==> src/rtl/transducer_drive.sv <==
// Phase-shifted square-wave drive for an ultrasonic transducer array, gated per carrier period.
// Optional build macro DUTY_CTRL_EN adds a duty_high port that sets the high time of each period.
module transducer_drive #(
    parameter int NUM_CHANNELS = 8,
    parameter int PERIOD       = 256,
    parameter int PHASE_W      = 8,
    parameter int ADDR_W       = 3
) (
    input  logic                    clk,
    input  logic                    rst_n,
    input  logic                    mod_in,
    input  logic                    phase_wr_en,
    input  logic [ADDR_W-1:0]       phase_wr_addr,
    input  logic [PHASE_W-1:0]      phase_wr_data,
    input  logic                    phase_commit,
`ifdef DUTY_CTRL_EN
    input  logic [PHASE_W-1:0]      duty_high,
`endif
    output logic [NUM_CHANNELS-1:0] drive_out,
    output logic                    period_tick,
    output logic                    commit_pending
);

    localparam logic [PHASE_W-1:0] LAST = PHASE_W'(PERIOD - 1);
    localparam logic [PHASE_W-1:0] HALF = PHASE_W'(PERIOD / 2);

    logic [PHASE_W-1:0]      cnt;
    logic                    wrap;
    logic                    gate;
    logic [PHASE_W-1:0]      high;
    logic [PHASE_W-1:0]      shadow      [NUM_CHANNELS];
    logic [PHASE_W-1:0]      active      [NUM_CHANNELS];
    logic [PHASE_W-1:0]      shadow_next [NUM_CHANNELS];
    logic [NUM_CHANNELS-1:0] drive_next;

    assign wrap = (cnt == LAST);

`ifdef DUTY_CTRL_EN
    logic [PHASE_W-1:0] high_r;
    assign high = high_r;
`else
    assign high = HALF;
`endif

    // The shadow view seen by a commit includes a write landing on the same edge.
    // NOTE: every always_comb output gets a default first, so no path leaves it unassigned (no latch).
    always_comb begin
        for (int i = 0; i < NUM_CHANNELS; i++) begin
            shadow_next[i] = shadow[i];
            if (phase_wr_en && phase_wr_addr == ADDR_W'(i))
                shadow_next[i] = phase_wr_data;
        end
    end

    // Offset from the channel's phase, wrapped modulo the carrier period.
    always_comb begin
        drive_next = '0;
        for (int i = 0; i < NUM_CHANNELS; i++) begin
            logic [PHASE_W-1:0] rel;
            rel           = cnt - active[i];
            drive_next[i] = gate && (rel < high);
        end
    end

    // NOTE: sequential state uses non-blocking assignments so every register samples pre-edge values.
    always_ff @(posedge clk or negedge rst_n) begin
        if (!rst_n) begin
            cnt            <= '0;
            gate           <= 1'b0;
            commit_pending <= 1'b0;
            period_tick    <= 1'b0;
            drive_out      <= '0;
`ifdef DUTY_CTRL_EN
            high_r         <= '0;
`endif
            // NOTE: the phase arrays are small flop banks and must come up as zero, so they are reset.
            for (int i = 0; i < NUM_CHANNELS; i++) begin
                shadow[i] <= '0;
                active[i] <= '0;
            end
        end else begin
            cnt         <= cnt + PHASE_W'(1);
            period_tick <= wrap;
            drive_out   <= drive_next;
            for (int i = 0; i < NUM_CHANNELS; i++)
                shadow[i] <= shadow_next[i];

            if (wrap) begin
                gate           <= mod_in;
                commit_pending <= 1'b0;
`ifdef DUTY_CTRL_EN
                high_r         <= (duty_high >= LAST) ? LAST : duty_high;
`endif
                if (commit_pending || phase_commit) begin
                    for (int i = 0; i < NUM_CHANNELS; i++)
                        active[i] <= shadow_next[i];
                end
            end else if (phase_commit) begin
                commit_pending <= 1'b1;
            end
        end
    end

endmodule

==> config.mk <==
export PLATFORM = sky130hd
export DESIGN_NAME = transducer_drive
export DESIGN_NICKNAME = d
export VERILOG_FILES = /design/src/rtl/transducer_drive.sv
export SDC_FILE = /design/constraint.sdc
export NUM_CORES = 1
export LEC_CHECK = 0
export BUFFER_PORTS_ARGS = -buffer_cell sky130_fd_sc_hd__buf_2
export CAP_MARGIN = 20
export CORE_MARGIN = 2
export CORE_UTILIZATION = 57
export CTS_CLUSTER_DIAMETER = 200
export DETAILED_ROUTE_END_ITERATION = 10
export PLACE_DENSITY = 0.82
export SKIP_CTS_REPAIR_TIMING = 1
export SLEW_MARGIN = 10
export SYNTH_ARGS = -nofsm -noshare
export SYNTH_HDL_FRONTEND = slang
export SYNTH_SLANG_ARGS = --single-unit
==> constraint.sdc <==
create_clock -name clk -period 6.5 [get_ports clk]
set_clock_uncertainty 0.05 [all_clocks]
set_input_delay 0.325 -clock clk [delete_from_list [all_inputs] [get_ports clk]]
set_output_delay 0.325 -clock clk [all_outputs]
set_load 0.02 [all_outputs]
==> impl_metrics.py, run 1 <==
metrics = {
    "logic_synthesis": {
        "ys_types": 28,
        "ys_ff_latch": 147,
        "yosysTopAreaCellShare_pct": 53.8,
        "netlist_top_cells_area": "dfrtp_1 54%, mux2_2 14%, ha_1 9.0%",
        "syn_area_mm2": 0.00684,
        "syn-instance-count": 584,
        "synth_fp_nets": 649,
        "synthMostInstantiatedCell": "dfrtp_1",
        "yosys_warnings": 0,
        "synth-edff-count": 0,
        "syn_avg_cell_area_um2": 11.7,
        "ys_seq_area_share_pct": 53.8,
        "async_reset_ff_share_pct": 100,
        "yosys.area.top_type": "dfrtp_1",
        "yosys_most_used_dff": "dfrtp_1",
        "synthTopCellsByCount": "147 x dfrtp_1, 87 x mux2_2, 78 x nand2_1, 54 x o21ai_0",
    },
    "worst_setup_path": {
        "cp-end-kind": "flop",
        "cp-start-kind": "flop",
        "critPathMaxFanout": 71,
        "cp.arrival_ns": 2.88,
        "worstSetupPathType": "reg2reg",
        "required_ns": 6.75,
    },
    "run": {
        "maxCapViolations": 0,
    },
    "die": {
        "ios": 26,
        "rows": 40,
        "die-area_mm2": 0.0129,
        "coreArea_mm2": 0.0119,
        "die_h_um": 114,
        "start_util_pct": 57.7,
        "die_w_um": 114,
    },
    "final_layout": {
        "layout-drive-gt1-share_pct": 24.7,
        "syn_to_final_growth_pct": 12.5,
        "multi_input_area_mm2": 0.00287,
        "nNetsFinal": 677,
        "fillCellCount": 825,
        "seqCellArea_mm2": 0.00368,
        "num_antenna_cells": 0,
    },
    "power_and_ir_drop": {
        "power.leakage_uw": 0.00373,
        "ir_drop_mv": 0.169,
        "clkPwrFrac_pct": 44.9,
        "seqPwrFrac_pct": 45.9,
        "p_per_area_mw_per_mm2": 296,
        "switching_power_uw": 504,
        "p_int_uw": 1770,
        "combPwrFrac_pct": 9.2,
        "p_sw_share_pct": 22.2,
    },
    "sta": {
        "fin_ws_ns": 3.87,
        "final_hold_viol_count": 0,
        "slew_headroom_pct": 37.6,
        "totalNegativeSetupSlack_ns": 0,
        "timing.fmax_ghz": 0.381,
        "drv_slew": 0,
        "setup_viol": 0,
        "tightest_slew_ns": 0.934,
        "period_minus_slack_ns": 2.63,
        "rsz0062_at_grt": "no",
        "min_period_over_period_pct": 40.4,
    },
    "drt": {
        "wirelength_um": 14600,
        "vias": 4426,
        "routed_via_density": 5.74,
        "wl_per_cell_um": 18.9,
        "drt_iter0_drc": 279,
        "drc": 0,
        "first_pass_iters": 5,
        "antenna_left": 0,
    },
    "global_routing": {
        "track_usage_pct": 24.5,
        "grt_pass1_wl_um": 23900,
        "globalRouteOverflowTotal": 0,
        "grt_max_degree": 82,
        "first_global_vias": 4745,
        "antenna_found_initial": 0,
    },
    "cts": {
        "cts_buffers": 17,
        "h-tree-depth": 4,
        "clk_latency_ns": 0.42,
        "cts_root_buf": "clkbuf_16",
        "clockBufferDepth": 2,
        "clock_sinks": 147,
        "cts_tree": "built",
        "path_clk_slew_ns": 0.06,
    },
    "run_status": {
        "status": "finished, final reports clean",
    },
    "worst_hold_path": {
        "hold_class": "in2reg",
    },
    "placement": {
        "pre_cts_slack_ns": 3.97,
        "dpl.hpwl_um": 9520,
        "io_buffers": 25,
        "gp_routability_congestion": 0.828,
    },
}
==> final timing paths <==
kind	startpoint	end	slack (ns)	cells past startpoint
min reg2reg	shadow[23]	shadow[23]	0.44	1
max reg2reg	cnt[1]	active[39]	3.87	5
min	mod_in	gate	0.08	2
max	cnt[1]	active[39]	3.87	5
max in group asynchronous	rst_n	active[19]	4.63	3
min in group asynchronous	rst_n	shadow[41]	0.45	2
==> state kept, by name (all words and copies together), names as in the netlist <==
signal          count
active             64
cnt                 8
commit_pending      1
drive_out           8
gate                1
period_tick         1
shadow             64
==> final cells by class <==
cell class / count / share of cell area (%)
clock buffer: 20 / 5.93
tap: 147 / 2.39
clock inverter: 11 / 2.06
multi-input combinational: 368 / 37.3
sequential: 147 / 47.8
timing repair buffer: 29 / 2.13
inverter: 49 / 2.39
==> worst max-delay path, stage by stage, from the launching register on <==
cell and delay (ns):
dfrtp_1 0.59, ha_1 0.28, nand3_2 0.15, nor4_4 0.37
buf_4 0.59, mux2_2 0.41
==> cell usage in the layout (no fill, tap or decap), types with 2 or more instances in the layout <==
cell and instances:
dfrtp_1 147, mux2_2 87, nand2_1 78, o21ai_0 54, inv_1 49, ha_1 49
a21oi_1 32, buf_2 24, clkbuf_16 17, nor2_1 12, xor2_1 12, nand2b_1 8
nor2b_1 8, mux2i_1 8, clkinv_2 6, o21ai_1 4, bufinv_16 4, nand4b_2 3
buf_4 3, nand3_1 2, xnor2_1 2, nor4bb_4 2, clkbuf_8 2
==> through the flow <==
step	hold slack (ns)	cells	utilization (%)	power, µW	cell area [µm²]
detailed placement	0.360	739	59.6	1270	7070
finish	0.0826	771	64.9	2270	7700
global placement	0.349	739	59.6	1250	7070
CTS	-0.0816	770	64.8	2280	7690
global route	0.0939	771	64.9	2350	7700
floorplan	-0.0206	584	-	1190	6840
==> per-layer routing <==
metal	global-route usage [%]	vias up	wire length [µm]
li1	-	2031	-
met1	31.6	2226	6110
met2	38.7	128	7150
met3	5.42	41	816
met4	13.9	0	500
met5	0	-	0
==> power groups by stage <==
stage / logic, µW / registers [µW] / clock network [µW]
finish: 208 / 1040 / 1020
global route: 232 / 1050 / 1070
CTS: 209 / 1040 / 1030
detailed placement: 206 / 1060 / 0
global placement: 192 / 1050 / 0
floorplan: 143 / 1050 / 0
==> cells by family (layout without fill, tap and decap cells) <==
group,after synthesis,count (layout),share of synthesized area [%]
buffers and inverters,69,109,4.72
muxes,95,95,15.5
DFF,147,147,53.8
and+or+nand+nor,120,120,8.70
xor gates and xnor gates,14,14,1.79
adders and majority gates,49,49,8.96
AOI/OAI and AO/OA,90,90,6.58
(Power assumes the default switching activity.)
==> inputs of run 2 (changes only) <==
clock period = 2.7 ns   (was 6.5 ns; I/O delays follow)
==> impl_metrics.py, run 2 (same netlist as run 1, synthesis figures left out) <==
metrics = {
    "placement": {
        "dpl.hpwl_um": 9490,
        "gp_routability_congestion": 0.808,
        "postPlaceCellArea_mm2": 0.00712,
        "io_buffers": 25,
    },
    "die": {
        "rows": 40,
        "die_w_um": 114,
        "coreArea_mm2": 0.0119,
        "start_util_pct": 57.7,
        "die-area_mm2": 0.0129,
        "die_h_um": 114,
        "ios": 26,
    },
    "sta": {
        "tightest_slew_ns": 0.859,
        "rsz0062_at_grt": "no",
        "timing.fmax_ghz": 0.460,
        "setup_viol": 0,
        "min_period_over_period_pct": 80.5,
        "period_minus_slack_ns": 2.17,
        "totalNegativeSetupSlack_ns": 0,
        "slew_headroom_pct": 42.4,
        "drv_slew": 0,
        "final_hold_viol_count": 0,
    },
    "cts": {
        "cts_tree": "built",
        "clockBufferDepth": 2,
        "path_clk_slew_ns": 0.06,
        "clk_latency_ns": 0.41,
        "cts_buffers": 17,
        "h-tree-depth": 4,
        "clock_sinks": 147,
        "cts_root_buf": "clkbuf_16",
    },
    "worst_setup_path": {
        "crit_slowest_cell": "dfrtp_1",
        "r2r_setup_slack_ns": 0.53,
        "slowest_delay_ns": 0.64,
        "worstSetupPathType": "reg2reg",
        "cp-end-kind": "flop",
        "path_common_cell": "buf_4",
        "cp-start-kind": "flop",
        "cp.arrival_ns": 2.40,
        "critPathMaxFanout": 31,
        "required_ns": 2.93,
        "path_cells": "nand3_2 > nor4_4 > buf_4 > buf_4 > o21ai_0",
    },
    "drt": {
        "vias": 4317,
        "antenna_left": 0,
        "routed_via_density": 5.51,
        "first_pass_iters": 4,
        "wirelength_um": 13700,
        "drt_iter0_drc": 162,
        "drc": 0,
        "wl_per_cell_um": 17.4,
    },
    "final_layout": {
        "final_cell_mix": "147 x dfrtp_1, 87 x mux2_2, 78 x nand2_1",
        "fin_area_mm2": 0.00770,
        "reg_top3": "active (64), shadow (64)",
        "layout-drive-gt1-share_pct": 25.5,
        "final_common_cell": "dfrtp_1",
        "syn_to_final_growth_pct": 12.5,
        "nNetsFinal": 688,
        "fillCellCount": 887,
    },
    "power_and_ir_drop": {
        "p_sw_share_pct": 22.7,
        "clkPwrFrac_pct": 41.7,
        "switching_power_uw": 1170,
        "ir_drop_mv": 0.327,
        "p_int_uw": 3980,
        "p_per_area_mw_per_mm2": 669,
        "power.leakage_uw": 0.00372,
        "combPwrFrac_pct": 9.6,
        "seqPwrFrac_pct": 48.7,
    },
    "worst_hold_path": {
        "hold_class": "in2reg",
    },
    "global_routing": {
        "globalRouteOverflowTotal": 0,
        "track_usage_pct": 23.2,
        "grt_max_degree": 73,
        "grt_pass1_wl_um": 22600,
        "first_global_vias": 4547,
        "antenna_found_initial": 1,
    },
    "run": {
        "maxCapViolations": 0,
    },
    "run_status": {
        "status": "finished, final reports clean",
    },
}
run 2: changes by cell type in the layout (fill, tap and decap cells not counted), sizes merged:
cell / previous run / this run
diode: 0 / 1
clkinv: 7 / 5
buf: 28 / 37
clkbuf: 20 / 21
dlygate4sd3: 1 / 3
clkinvlp: 0 / 4
bufinv: 4 / 1
run 2: cell type report:
class	instances	area (µm²)	area share, %
Timing Repair Buffer	40	251	3.27
Tap cell	147	184	2.39
Clock buffer	21	460	5.98
Sequential cell	147	3680	47.8
Clock inverter	10	85.1	1.10
Inverter	49	184	2.39
Antenna cell	1	2.50	0.0325
Multi-Input combinational cell	368	2850	37.1
run 2: critical path, delay by kind of cell (launching register included):
kind / cells / cell delay [ns]
buf+inv: 2 / 0.66
flops: 1 / 0.64
simple gates: 2 / 0.55
compound gates: 1 / 0.12
run 2: path summary, 6_finish.rpt:
path,startpoint,to,cells after the start
hold / removal,phase_wr_data[7],shadow[47],2
setup reg to reg,cnt[3],active[25],5
max in group asynchronous,rst_n,shadow[62],3
min in group asynchronous,rst_n,active[42],2
setup / recovery,cnt[3],active[25],5
hold reg to reg,shadow[47],shadow[47],1
run 2: metal layers:
layer	part of all wire (%)	vias to the layer above	GRT usage, %
met5	0	-	0
met2	52	90	38.2
met3	4.6	19	5.21
li1	-	2048	-
met4	2.1	0	9.11
met1	41	2160	30.2
run 2: through the flow:
step                      total power, µW  std cells  hold slack, ns  utilization, %  worst slack [ns]
after floorplan                      2870        584          -0.211               -             0.662
after global placement               3000        748           0.123            60.0             0.682
after detailed placement             3040        748           0.129            60.0             0.563
after CTS                            5200        779          -0.315            64.6             0.547
after global routing                 5380        783          0.0662            64.9             0.383
final                                5150        783          0.0683            64.9             0.526
run 2: power groups by stage:
stage	Sequential [µW]	Clock, µW	Combinational [µW]
5_1_grt	2530	2290	553
4_1_cts	2510	2190	492
3_5_place_dp	2550	0	488
3_3_place_gp	2540	0	462
2_1_floorplan	2530	0	344
6_report	2510	2150	492
==> inputs of run 3 (changes only) <==
CORE_UTILIZATION = 56   (was 57)
PLACE_DENSITY = 0.84   (was 0.82)
clock period = 1.76 ns   (was 2.7 ns; I/O delays follow)
==> impl_metrics.py, run 3 (same netlist as run 1, synthesis figures left out) <==
metrics = {
    "placement": {
        "postPlaceCellArea_mm2": 0.00741,
        "gp_routability_congestion": 0.857,
        "pre_cts_slack_ns": -0.0388,
        "dpl.hpwl_um": 10400,
        "placed_cells": 771,
        "io_buffers": 25,
    },
    "run_status": {
        "violations": "setup timing",
        "status": "finished, violations left",
    },
    "power_and_ir_drop": {
        "ir_drop_mv": 0.747,
        "power.leakage_uw": 0.00394,
        "p_per_area_mw_per_mm2": 1010,
        "finalPower_uw": 8250,
    },
    "worst_setup_path": {
        "required_ns": 2.02,
        "slowest_delay_ns": 0.41,
        "critPathTopFamily": "flip-flops",
        "cp-start-kind": "flop",
        "reg2reg_depth": 6,
        "path_cells": "ha_4 > nand3_4 > nor4_4 > buf_6 > buf_4 > mux2_4",
        "crit_buf_inv": 2,
        "worstSetupPathType": "reg2reg",
        "timing.rr.start": "cnt[1]",
        "worst-path-stages": 6,
        "critPathMaxFanout": 15,
        "crit_slowest_cell": "dfrtp_2",
        "crit_start": "cnt[1]",
        "cp-end-kind": "flop",
        "cp.arrival_ns": 2.06,
    },
    "cts": {
        "path_clk_slew_ns": 0.06,
        "cts_root_buf": "clkbuf_16",
        "clock_sinks": 147,
        "cts_buffers": 17,
        "clk_latency_ns": 0.42,
        "cts_tree": "built",
        "clockBufferDepth": 2,
        "h-tree-depth": 4,
    },
    "sta": {
        "setup_viol": 4,
        "slew_headroom_pct": 56.0,
        "timing.fmax_ghz": 0.556,
        "period_minus_slack_ns": 1.80,
        "final_hold_viol_count": 0,
        "fin_ws_ns": -0.0374,
        "min_period_over_period_pct": 102,
        "rsz0062_at_grt": "yes",
        "drv_slew": 0,
        "hold_slack_ns": 0.0746,
        "tightest_slew_ns": 0.660,
    },
    "final_layout": {
        "final_common_cell": "dfrtp_1",
        "nNetsFinal": 718,
        "layout-drive-gt1-share_pct": 30.5,
        "syn_to_final_growth_pct": 19.6,
        "num_antenna_cells": 0,
        "fillCellCount": 769,
        "reg_top3": "active (64), shadow (64)",
        "final_cell_mix": "146 x dfrtp_1, 78 x nand2_1, 70 x mux2_2",
        "fin_area_mm2": 0.00819,
        "fin_cells": 810,
    },
    "global_routing": {
        "grt_max_degree": 72,
        "first_global_vias": 4972,
        "antenna_found_initial": 0,
        "grt_pass1_wl_um": 25000,
        "globalRouteOverflowTotal": 0,
        "track_usage_pct": 25.8,
    },
    "drt": {
        "wl_met2_um": 8330,
        "drt_iter0_drc": 364,
        "top_layer_used": "met4",
        "wl_per_cell_um": 20.1,
        "first_pass_iters": 4,
        "wirelength_um": 16300,
        "drc": 0,
        "vias": 4658,
        "antenna_left": 0,
        "routed_via_density": 5.75,
        "wl_met3_um": 790,
        "drt-met1-wl_um": 6550,
    },
    "die": {
        "die_h_um": 115,
        "die-area_mm2": 0.0131,
        "ios": 26,
        "coreArea_mm2": 0.0120,
        "rows": 40,
        "start_util_pct": 57.2,
        "die_w_um": 115,
    },
    "run": {
        "maxCapViolations": 0,
    },
    "worst_hold_path": {
        "hold_class": "in2async",
    },
}
==> run 3: changes by cell type in the layout (fill, tap and decap cells not counted), moves of 6 or more <==
cell | before | now
a21oi_1 | 32 | 25
a21oi_2 | 0 | 7
buf_4 | 12 | 35
mux2_2 | 87 | 70
mux2_4 | 0 | 17
o21ai_0 | 54 | 47
o21ai_1 | 4 | 10
==> run 3: final timing paths <==
check | to | slack, ns
worst max-delay path | active[31] | -0.04
worst min-delay path | shadow[38] | 0.07
worst max register to register | active[31] | -0.04
worst min register to register | shadow[20] | 0.45
max in group asynchronous | shadow[1] | 0.90
min in group clk | shadow[40] | 0.08
==> run 3: final cells by class <==
class | count | area [µm²] | area share (%)
flip-flops and latches | 147 | 3680 | 45.0
multi-input cells | 368 | 3020 | 36.9
repair buffers | 70 | 547 | 6.68
clock buffers | 23 | 468 | 5.72
inverters | 49 | 184 | 2.25
well taps | 147 | 184 | 2.25
clock inverters | 6 | 105 | 1.28
==> run 3: layer usage <==
layer / up-vias / track usage [%]
met2: 152 / 43.2
met1: 2344 / 30.4
met4: 0 / 15.2
met5: - / 0
li1: 2116 / -
met3: 46 / 6.03
==> run 3: metrics by stage <==
stage                     TNS, ns  util [%]
after detailed placement   -0.174      61.9
after floorplan             -1.02         -
after global routing        -2.79      68.4
after global placement          0      61.9
after CTS                  -0.705      66.7
final                      -0.122      68.4
==> run 3: report_power, final <==
group | total (µW) | internal [µW] | switching [µW]
Clock | 3560 | 2270 | 1290
Combinational | 822 | 382 | 440
Sequential | 3870 | 3760 | 108
